File: src/rtl/display_0_99.sv
`default_nettype none
// ============================================================================
// Module      : display_0_99
// Description : Two-digit multiplexed 7-segment driver for a 00..99 BCD value
//               with leading-zero blanking and whole-display blink.
// Revision    : 1.0 - initial release
// ============================================================================
module display_0_99 #(
    parameter int DIV       = 50000,
    parameter int BLINK_DIV = 250
) (
    input  logic clock,
    input  logic reset,
    input  logic M3,
    input  logic M2,
    input  logic M1,
    input  logic M0,
    input  logic S3,
    input  logic S2,
    input  logic S1,
    input  logic S0,
    input  logic blank_zero,
    input  logic blink,
    output logic a,
    output logic b,
    output logic c,
    output logic d,
    output logic e,
    output logic f,
    output logic g,
    output logic D1,
    output logic D0
);

    localparam int c_presc_w = (DIV > 2) ? $clog2(DIV) : 1;
    localparam int c_bcnt_w  = $clog2(BLINK_DIV + 1);

    localparam logic [c_presc_w-1:0] c_presc_max = c_presc_w'(DIV - 1);
    localparam logic [c_bcnt_w-1:0]  c_bcnt_max  = c_bcnt_w'(BLINK_DIV - 1);

    localparam logic [0:0] c_st_uni = 1'b0;
    localparam logic [0:0] c_st_dez = 1'b1;

    localparam logic [6:0] c_seg_blank = 7'b111_1111;
    localparam logic [6:0] c_seg_dash  = 7'b111_1110;
    localparam logic [1:0] c_dig_off   = 2'b11;
    localparam logic [1:0] c_dig_tens  = 2'b01;
    localparam logic [1:0] c_dig_units = 2'b10;

    logic [c_presc_w-1:0] r_presc;
    logic [c_bcnt_w-1:0]  r_bcnt;
    logic                 r_phase;
    logic [0:0]           r_state;
    logic [0:0]           w_state_nxt;
    logic [7:0]           r_snap;
    logic                 r_upd;
    logic [6:0]           r_seg;
    logic [1:0]           r_dig;

    logic                 w_tick;
    logic [3:0]           w_digit;
    logic [6:0]           w_seg_code;
    logic                 w_blank;
    logic [6:0]           w_seg_nxt;
    logic [1:0]           w_dig_nxt;

    assign w_tick = (r_presc == c_presc_max);

    // Prescaler producing the scan tick
    always_ff @(posedge clock or posedge reset) begin
        if (reset) begin
            r_presc <= '0;
        end else if (w_tick) begin
            r_presc <= '0;
        end else begin
            r_presc <= r_presc + 1'b1;
        end
    end

    // Blink timebase runs on scan ticks whether or not blink is requested
    always_ff @(posedge clock or posedge reset) begin
        if (reset) begin
            r_bcnt  <= '0;
            r_phase <= 1'b1;
        end else if (w_tick) begin
            if (r_bcnt == c_bcnt_max) begin
                r_bcnt  <= '0;
                r_phase <= ~r_phase;
            end else begin
                r_bcnt <= r_bcnt + 1'b1;
            end
        end
    end

    // Scan FSM: state register
    always_ff @(posedge clock or posedge reset) begin
        if (reset) begin
            r_state <= c_st_uni;
        end else begin
            r_state <= w_state_nxt;
        end
    end

    // Scan FSM: next-state logic
    always_comb begin
        w_state_nxt = r_state;
        if (w_tick) begin
            case (r_state)
                c_st_uni: w_state_nxt = c_st_dez;
                c_st_dez: w_state_nxt = c_st_uni;
                default:  w_state_nxt = c_st_uni;
            endcase
        end
    end

    // Sampling only at frame start keeps both digits of a frame coherent
    always_ff @(posedge clock or posedge reset) begin
        if (reset) begin
            r_snap <= 8'h00;
        end else if (w_tick && (r_state == c_st_dez)) begin
            r_snap <= {S3, S2, S1, S0, M3, M2, M1, M0};
        end
    end

    always_ff @(posedge clock or posedge reset) begin
        if (reset) begin
            r_upd <= 1'b0;
        end else begin
            r_upd <= w_tick;
        end
    end

    assign w_digit = (r_state == c_st_dez) ? r_snap[7:4] : r_snap[3:0];

    // Active-low segment pattern, bit order {a,b,c,d,e,f,g}
    always_comb begin
        w_seg_code = c_seg_dash;
        case (w_digit)
            4'd0:    w_seg_code = 7'b000_0001;
            4'd1:    w_seg_code = 7'b100_1111;
            4'd2:    w_seg_code = 7'b001_0010;
            4'd3:    w_seg_code = 7'b000_0110;
            4'd4:    w_seg_code = 7'b100_1100;
            4'd5:    w_seg_code = 7'b010_0100;
            4'd6:    w_seg_code = 7'b010_0000;
            4'd7:    w_seg_code = 7'b000_1111;
            4'd8:    w_seg_code = 7'b000_0000;
            4'd9:    w_seg_code = 7'b000_0100;
            default: w_seg_code = c_seg_dash;
        endcase
    end

    // Scan FSM: output logic
    always_comb begin
        w_blank   = 1'b0;
        w_seg_nxt = w_seg_code;
        w_dig_nxt = c_dig_units;
        if (blink && !r_phase) begin
            w_blank = 1'b1;
        end
        if ((r_state == c_st_dez) && blank_zero && (r_snap[7:4] == 4'd0)) begin
            w_blank = 1'b1;
        end
        if (r_state == c_st_dez) begin
            w_dig_nxt = c_dig_tens;
        end
        if (w_blank) begin
            w_seg_nxt = c_seg_blank;
            w_dig_nxt = c_dig_off;
        end
    end

    // Outputs only change one clock after a tick, so control inputs never act mid-digit
    always_ff @(posedge clock or posedge reset) begin
        if (reset) begin
            r_seg <= c_seg_blank;
            r_dig <= c_dig_off;
        end else if (r_upd) begin
            r_seg <= w_seg_nxt;
            r_dig <= w_dig_nxt;
        end
    end

    assign {a, b, c, d, e, f, g} = r_seg;
    assign {D1, D0}              = r_dig;

endmodule
`default_nettype wire
File: config.mk
export PLATFORM = sky130hd
export DESIGN_NAME = display_0_99
export DESIGN_NICKNAME = d
export VERILOG_FILES = /design/src/rtl/display_0_99.sv
export SDC_FILE = /design/constraint.sdc
export NUM_CORES = 1
export LEC_CHECK = 0
export BUFFER_PORTS_ARGS = -buffer_cell sky130_fd_sc_hd__buf_2
export CAP_MARGIN = 25
export CORE_ASPECT_RATIO = 2
export CORE_UTILIZATION = 55
export CTS_CLUSTER_DIAMETER = 40
export DETAILED_ROUTE_END_ITERATION = 8
export GPL_TIMING_DRIVEN = 0
export PLACE_DENSITY = 0.85
export SYNTH_ARGS = -nofsm -noshare
export SYNTH_HDL_FRONTEND = slang
export SYNTH_SLANG_ARGS = --single-unit
File: constraint.sdc
create_clock -name clock -period 3.15 [get_ports clock]
set_input_delay 0.1575 -clock clock [delete_from_list [all_inputs] [get_ports clock]]
set_output_delay 0.1575 -clock clock [all_outputs]
set_load 0.01 [all_outputs]
; Word level (Yosys, flattened, before mapping)
; Memories as Yosys holds them, arrays and structs flattened.
; Cells that the tools add are included.
[op_classes]
n_eq_ne = 2
addsub = 2
bitwise_logic = 2
mux = 9
n_reduce_logical = 7
[ops]
columns = op, count
row1 = 16-bit by 1-bit adder with 16-bit output (second input constant), 1
row2 = 16-bit equality test (second input constant), 1
row3 = 16-bit 2-to-1 mux, 1
row4 = 8-bit by 1-bit adder with 8-bit output (second input constant), 1
row5 = 8-bit equality test (second input constant), 1
row6 = 8-bit 2-to-1 mux, 1
row7 = 7-bit 2-to-1 mux, 1
row8 = 1-bit logical AND, 4
row9 = 4-bit zero test, 1
row10 = 2-bit 2-to-1 mux, 2
row11 = 4-bit 2-to-1 mux, 1
row12 = 1-bit 2-to-1 mux, 2
row13 = 1-bit inverter, 2
row14 = 1-bit case mux with 2 select lines, 1
row15 = 2-bit AND reduction, 1
row16 = 1-bit zero test, 1
[totals]
inputBits = 12
mem_bits_ro = 112
out_inout_bits = 9
word_cells = 31
n_memories = 1
reg_bits = 44
[memory_table]
columns = name, depth, word_bits, read_ports, rd_ports_with_merged_regs, write_ports, line_no
row1 = (name not given), 16, 7, 1, 0, 0, 138  ; case (w_digit)

; Logic depth before layout (Yosys ltp)
; Gate-level depths: netlist of the first run.
[logic_depth]
word_depth = 5
ltp_mapped = 8
depth_no_buf = 7

; Least setup slack after synthesis of the first run
; OpenSTA, ideal clock, no wires.
[synth_timing]
path_type = reg2reg
start = register r_state
end = register r_seg[3]
path_stages_with_launch = 8
arrival_ns = 1.670
required_ns = 3.064
path_buffers = 1
setup_ns = 0.086
path_slack_ns = 1.393
path_cell_list = dfrtp_1 -> buf_2 -> mux2i_1 -> inv_1 -> ha_1 -> and2_1 -> o21ai_0 -> a21oi_1
[synth_via]
elab_chain_cells = 4
elab_cells_between_ends = 6
[synth_rtl]
columns = item, line_no
row1 = from (decl), 53  ; logic [0:0] r_state;
row2 = from (signal assigned), 98  ; r_state <= c_st_uni;
row3 = from (signal assigned), 100  ; r_state <= w_state_nxt;
row4 = branches (longest 3 deep; another with memory 16 x 7 bit), n/a
row5 = 7-bit 2-to-1 mux *, 167  ; if (w_blank) begin
row6 = to (signal assigned), 176  ; r_seg <= c_seg_blank;
row7 = to (signal assigned), 179  ; r_seg <= w_seg_nxt;
row8 = to (decl), 57  ; logic [6:0] r_seg;
; Every way passes the cells marked *.
; A chain may end at the register's enable or synchronous reset.

; Final worst setup path of the first run
[layout_timing]
start = register r_state
end = register r_seg[6]
; The elaborated chain is that of the path after synthesis.

==> key figures, run 1 <==
Synthesis
  • Cell count after synthesis: 203
  • Mux contribution to synthesized area: 9.04%
  • Compound-gate portion of the synthesized area: 9.49%
  • Largest family of logic cells by synthesized area: simple AND/OR/NAND/NOR gates
  • Synth top area cells: dfrtp_1 (38%), dfstp_2 (12%), ha_1 (5.6%), mux2_4 (5.4%), nor2_1 (3.2%)
  • #FFs+latches synth: 44
  • Post-Synth Simple-Gate Area: 17.5%
  • Adder-Cell Fraction of Synth Area: 5.61%
  • Synth Area per Inst: 11.0 µm²
  • Mapped Area: around 0.0022 mm²
  • Post-synth top area cell: dfrtp_1
  • Post-synth ARST share: 100%
  • Sequential area share after synthesis: approximately half
  • Synth top area share: 38.2%
  • Synth Area in XOR/XNOR: 5.50%
  • Primary FF master, synth: dfrtp_1
  • Syn_nets: 225
  • Synth Warn #: 0
  • Netlist cell types: 40
  • Post-synth EDFFs: 0

Cells and area
  • Share of cells above drive strength 1: approximately 25%
  • Final nets: 252
  • # diodes: 0
  • Final Util: 64.4%
  • P&R area growth vs syn: 12.2%

Route
  • DRT Pass-1 Iters: 4
  • Vias: roughly 1,600
  • Total Wirelength: around 4.4 mm
  • DRC Markers: 0
  • Initial DRC Count: 64
  • Vias per std cell: 5.82
  • Antenna Nets Post-Route: 0
  • Drt wl/cell: 15.4 µm

Timing
  • Clk_skew: 0.0101 ns
  • RSZ-0062 raised after global routing: false
  • Minimum clock period: 2.10 ns
  • Fmax: ~480 MHz
  • Final setup violating endpoints: 0
  • Max_slew headroom: 41.3%
  • Fin Hold WS: 0.0304 ns
  • Slew @ Worst Pin: slightly below 0.9 ns
  • Max-slew violation count: 0
  • Sum of negative setup slack: 0 ns
  • Period utilisation layout: 66.7%
  • Final Hold Vio Count: 0

Worst setup path
  • Reg2reg setup slack: 1.05 ns
  • FF-to-FF path depth: 7
  • Slowest CP cell: mux2i_1
  • Max FO, Critical Path: 10
  • Worst R2R End: r_seg[6]
  • Worst-path cell chain: buf_2 -> mux2i_1 -> inv_1 -> ha_1 -> and2_1 -> o21ai_0 -> a21oi_1
  • CP max stage delay: 0.53 ns
  • WP data required: ~3.4 ns
  • WP data arrival: approximately 2.3 ns
  • Reg2reg start: r_state
  • WS Path Type: flip-flop to flip-flop
  • CP startpoint kind: flip-flop
  • Critical Path Sink Type: flip-flop

CTS
  • CTS sink cnt: 44
  • H-tree depth: 2
  • Resize count post-CTS: 0
  • Clk Latency, worst-skew pair: 0.31 ns
  • Clock buffer depth: 2
  • Num CTS Buffers: 5
  • Post-CTS Hold Fix Bufs: 0
  • Clock transition at path regs: approximately 0.09 ns
  • CTS tree: built
  • Post-CTS Setup Inserts: 0
  • Root Buffer Master: clkbuf_8

Global route
  • Initial antenna violation count: 0
  • Largest net degree at the start of global routing: 45
  • Vias in the first global route: approximately 1,600
  • Gr usage total: a little under a quarter
  • Grt ovf: 0
  • First-pass GRT wire length: 7.27 mm

Power
  • Comb pwr share: 4.5%
  • Static Leakage: 1.17 nW
  • Clk pwr share: 40.8%
  • Net switching power figure: around 0.23 mW
  • Internal Power: 0.825 mW
  • Seq pwr share: 54.7%
  • Sw Share: a little over a fifth
  • Final total power: 1.05 mW
  • Pwr Density: around 420 mW/mm²
  • Max IR drop VDD: 0.000304 V

Outcome
  • Status: finished, final reports clean

Floorplanning
  • Die width: 47.0 µm
  • Vert. Die Dim: approximately 90 µm
  • Placeable Area: 0.00388 mm²
  • Die area: 0.00433 mm²
  • Site Rows: 32
  • Initial Util: 57.4%
  • I/O pin count: 21

Placed design
  • Port Buffer Count: 20
  • Post-DP HPWL: 3.13 mm
  • Placer Congestion: ~0.84

Min path
  • HP Class: primary input to asynchronous set/reset pin

Run
  • Max_cap viols: 0
cell type report:
| cell class | instances | area, µm² |
|---|---|---|
| multi-input cells | 143 | 1050 |
| flip-flops and latches | 44 | 1110 |
| repair buffers | 20 | 100 |
| fillers | 306 | 1380 |
| clock inverters | 2 | 35.0 |
| clock buffers | 6 | 72.6 |
| plain buffers | 5 | 22.5 |
| inverters | 11 | 42.5 |
| well taps | 51 | 63.8 |
worst max path at each step:
stage,end,start,slack (ns),depth (start not counted)
2_1_floorplan,r_seg[3],r_state,1.39,7
3_3_place_gp,r_seg[3],r_state,1.07,7
3_5_place_dp,r_seg[6],r_state,1.06,7
4_1_cts,r_seg[6],r_state,1.03,7
5_1_grt,r_seg[6],r_state,0.83,7
6_report,r_seg[6],r_state,1.05,7
flip-flops by register name (all words and copies together), names as in the netlist:
name / count
r_snap: 8
r_presc: 16
r_dig: 2
r_state: 1
r_phase: 1
r_seg: 7
r_bcnt: 8
r_upd: 1
synthesized netlist by cell type (all sizes together) (3+ instances only):
cell / n
dfrtp: 34
mux2i: 7
nand3: 12
xor2: 7
o21ai: 12
xnor2: 7
inv: 10
mux2: 9
ha: 10
a21oi: 11
buf: 3
nand4: 6
and3: 6
nor2: 19
nand2: 11
o31ai: 3
dfstp: 10
per-stage QoR:
stage                     instance area [µm²]  setup slack, ns  std cells
after floorplan                          2230             1.39        203
after global placement                   2390             1.07        274
after detailed placement                 2390             1.06        274
after CTS                                2500             1.03        282
after global routing                     2500            0.826        282
final                                    2500             1.05        282
cells in the final DEF (no fill, tap or decap), types with 9 or more instances in the layout:
cell type / synthesis / routed
inv_1: 10 / 9
nor2_1: 19 / 19
dfstp_2: 10 / 10
ha_1: 10 / 10
nand3_1: 12 / 12
a21oi_1: 10 / 10
nand2_1: 10 / 10
dfrtp_1: 34 / 34
buf_2: 3 / 23
o21ai_0: 11 / 11
power by group through the flow:
stage	Combinational, mW	Clock (mW)	Sequential [mW]
after detailed placement	0.0482	0	0.585
after global routing	0.0550	0.463	0.575
after global placement	0.0467	0	0.585
final	0.0475	0.428	0.575
after CTS	0.0486	0.429	0.575
after floorplan	0.0328	0	0.584
metal layers:
layer / GRT usage (%) / vias up / share of wire [%]
li1: - / 769 / -
met1: 24.3 / 802 / 37
met2: 40.5 / 51 / 56
met3: 5.91 / 19 / 3.2
met4: 13.1 / 0 / 3.8
met5: 0 / - / 0
worst max-delay path, delay by kind of cell, from the launching register on:
family	cells	cell delay (ns)
mux	1	0.53
compound gates	2	0.29
flops	1	0.37
buf+inv	2	0.45
fa+ha+maj	1	0.23
simple gates	1	0.16
cells by family (layout without fill, tap and decap cells):
| logic type | count (synthesis) | in the layout |
|---|---|---|
| AO/OA/AOI/OAI | 34 | 34 |
| multiplexers | 16 | 16 |
| AND/OR/NAND/NOR | 69 | 69 |
| flip-flops | 44 | 44 |
| XOR/XNOR | 14 | 14 |
| buffers and inverters | 16 | 44 |
| adder cells (fa/ha/maj) | 10 | 10 |
Note: power is estimated with default switching activity, not from simulation.
==> inputs of run 2 (changes only) <==
Settings changed: CORE_UTILIZATION 55 to 53.
Clock period 3.15 ns to 1.9 ns, I/O delays scaled along.
==> run 2 against run 1 <==
  * The run now ends with negative hold slack left
  * Sequential cell count unchanged
  * Maximum frequency increased by 16%
  * Setup slack got worse by 0.96 ns
  * Clock skew decreased by 0.0064 ns
  * First-iteration DRC count decreased by 28%
  * Largest power group unchanged
==> key figures, run 2 (synthesis gave the netlist of run 1 again) <==
Cells and area
  • Final Util: 62.5% (was 64.4%)
  • Commonest cells after routing, fill and taps aside: dfrtp_1 (34), buf_2 (22), nor2_1 (19) (was dfrtp_1 (34), buf_2 (23), nor2_1 (19))
  • Share of cells above drive strength 1: 27.0% (was 25.1%)
  • Final nets: 254 (was 252)
  • Fillers: 348 (was 306)
  • Storage element area: 0.00111 mm² (unchanged)
  • # diodes: 0 (unchanged)
  • Max reg flops: 16 (unchanged)
  • Final non-filler cell total: 285 (was 282)
  • Largest regs: r_presc x16, r_bcnt x8, r_snap x8 (unchanged)
  • P&R area growth vs syn: 13.5% (was 12.2%)
  • Multi-input gate area: 0.00107 mm² (was 0.00105 mm²)
  • Most common cell after layout, fill and taps aside: dfrtp_1 (unchanged)
  • Post-Layout Inst Area: 0.00253 mm² (was 0.00250 mm²)
  • Most flops, register: r_presc (unchanged)

Power
  • Max IR drop VDD: 0.000448 V (was 0.000304 V)
  • Pwr Density: 650 mW/mm² (was 420 mW/mm²)
  • Static Leakage: 1.17 nW (about the same)

Global route
  • Vias in the first global route: 1,709 (was 1,627)
  • Top Usage Layer GRT: met2 (unchanged)
  • Gr usage total: 23.7% (about the same)
  • M1 GR Usage: 22.5% (was 24.3%)
  • Met3 Resource Use GR: 4.23% (was 5.91%)
  • GR Util met2: 43.8% (was 40.5%)
  • Initial antenna violation count: 0 (unchanged)
  • Largest net degree at the start of global routing: 45 (unchanged)
  • Grt ovf: 0 (unchanged)
  • First-pass GRT wire length: 7.43 mm (was 7.27 mm)

Timing
  • Slew @ Worst Pin: 0.888 ns (was 0.880 ns)
  • Minimum clock period: 1.81 ns (was 2.10 ns)
  • Max_slew headroom: 40.7% (was 41.3%)
  • Final setup violating endpoints: 0 (unchanged)
  • PnR worst setup slack: 0.0885 ns (was 1.05 ns)
  • Final Hold Vio Count: 34 (was 0)
  • Period utilisation layout: 95.3% (was 66.7%)
  • Sum of negative setup slack: 0 ns (unchanged)
  • Max-slew violation count: 0 (unchanged)
  • Fmax: 552 MHz (was 476 MHz)
  • Clk_skew: 0.00364 ns (was 0.0101 ns)
  • Fin Hold WS: -0.0170 ns (was 0.0304 ns)

Route
  • Initial DRC Count: 46 (was 64)
  • Vias per std cell: 5.83 (was 5.82)
  • DRT Pass-1 Iters: 4 (unchanged)
  • Antenna Nets Post-Route: 0 (unchanged)
  • DRC Markers: 0 (unchanged)
  • Drt wl/cell: 16.1 µm (was 15.4 µm)
  • Total Wirelength: 4.59 mm (was 4.35 mm)
  • Vias: 1,661 (was 1,641)

Run
  • Max_cap viols: 0 (unchanged)

Worst setup path
  • Slowest CP cell: dfrtp_1 (was mux2i_1)
  • Worst path buffer plus inverter count: 2 (unchanged)
  • CP max stage delay: 0.39 ns (was 0.53 ns)
  • WP data required: 2.13 ns (was 3.38 ns)
  • CP startpoint kind: flip-flop (unchanged)
  • Crit-path leading delay family: flip-flops (was multiplexers)
  • WP data arrival: 2.04 ns (was 2.33 ns)
  • WS Path Type: flip-flop to flip-flop (unchanged)
  • Worst-path cell chain: buf_4 -> mux2i_4 -> inv_1 -> ha_1 -> and2_1 -> o21ai_0 -> a21oi_1 (was buf_2 -> mux2i_1 -> inv_1 -> ha_1 -> and2_1 -> o21ai_0 -> a21oi_1)
  • Max FO, Critical Path: 10 (unchanged)
  • Critical Path Sink Type: flip-flop (unchanged)

Placed design
  • Post-DP HPWL: 3.14 mm (was 3.13 mm)
  • Placed cells: 275 (was 274)
  • Pre-CTS setup slack: -0.147 ns (was 1.06 ns)
  • Port Buffer Count: 20 (unchanged)
  • Placement Cell Area: 0.00239 mm² (about the same)
  • Placer Congestion: 0.808 (was 0.838)

CTS
  • Clk Latency, worst-skew pair: 0.30 ns (was 0.31 ns)
  • Clock buffer depth: 2 (unchanged)
  • CTS tree: built (unchanged)
  • Clock transition at path regs: 0.09 ns (about the same)
  • CTS sink cnt: 44 (unchanged)
  • Num CTS Buffers: 5 (unchanged)
  • H-tree depth: 2 (unchanged)
  • Root Buffer Master: clkbuf_8 (unchanged)

Floorplanning
  • Site Rows: 33 (was 32)
  • Vert. Die Dim: 93.7 µm (was 92.0 µm)
  • Placeable Area: 0.00405 mm² (was 0.00388 mm²)
  • I/O pin count: 21 (unchanged)
  • Die width: 47.9 µm (was 47.0 µm)
  • Initial Util: 55.1% (was 57.4%)
  • Die area: 0.00448 mm² (was 0.00433 mm²)

Outcome
  • Status: finished, violations left (was finished, final reports clean)
  • Failing checks: negative hold slack

Min path
  • HP Class: primary input to asynchronous set/reset pin (unchanged)
-- run 2: worst paths after layout --
| check | slack (ns) | start | cells past startpoint | to |
|---|---|---|---|---|
| worst min register to register | 0.48 | r_presc[0] | 1 | r_presc[0] |
| worst max-delay path | 0.09 | r_state | 7 | r_seg[6] |
| min in group clock | 0.02 | S1 | 2 | r_snap[5] |
| worst max register to register | 0.09 | r_state | 7 | r_seg[6] |
| max in group asynchronous | 1.36 | reset | 2 | r_presc[11] |
| worst min-delay path | -0.02 | reset | 2 | r_snap[3] |
-- run 2: routing by layer --
layer	vias to the layer above	part of all wire [%]
met5	-	0
met4	0	2.9
met3	11	2.3
met2	43	58
met1	830	37
li1	777	-
-- run 2: layout make-up --
cell class / count / share of cell area (%)
Tap cell: 52 / 2.57
Multi-Input combinational cell: 143 / 42.5
Clock buffer: 5 / 2.72
Clock inverter: 3 / 0.940
Buffer: 5 / 0.990
Sequential cell: 44 / 44.0
Timing Repair Buffer: 22 / 4.55
Inverter: 11 / 1.68
-- run 2: repair_timing --
action | 4_1_cts | 5_1_grt
buffers inserted | 0 | 2
hold buffers | 0 | 0
resized for setup | 2 | 4
endpoints found under the setup margin | 5 | 5
-- run 2: through the flow --
step                power, mW  hold slack [ns]
floorplan                1.02            0.244
global placement         1.05            0.327
detailed placement       1.05            0.331
CTS                      1.65           0.0112
global route             1.71           0.0220
finish                   1.64          -0.0170
-- run 2: report_power, final --
group | internal, mW | total [mW] | leakage, nW | switching [mW]
clock network | 0.260 | 0.598 | 0.0404 | 0.338
registers | 0.945 | 0.955 | 0.547 | 0.00940
logic | 0.0381 | 0.0896 | 0.585 | 0.0515
total | 1.24 | 1.64 | 1.17 | 0.399
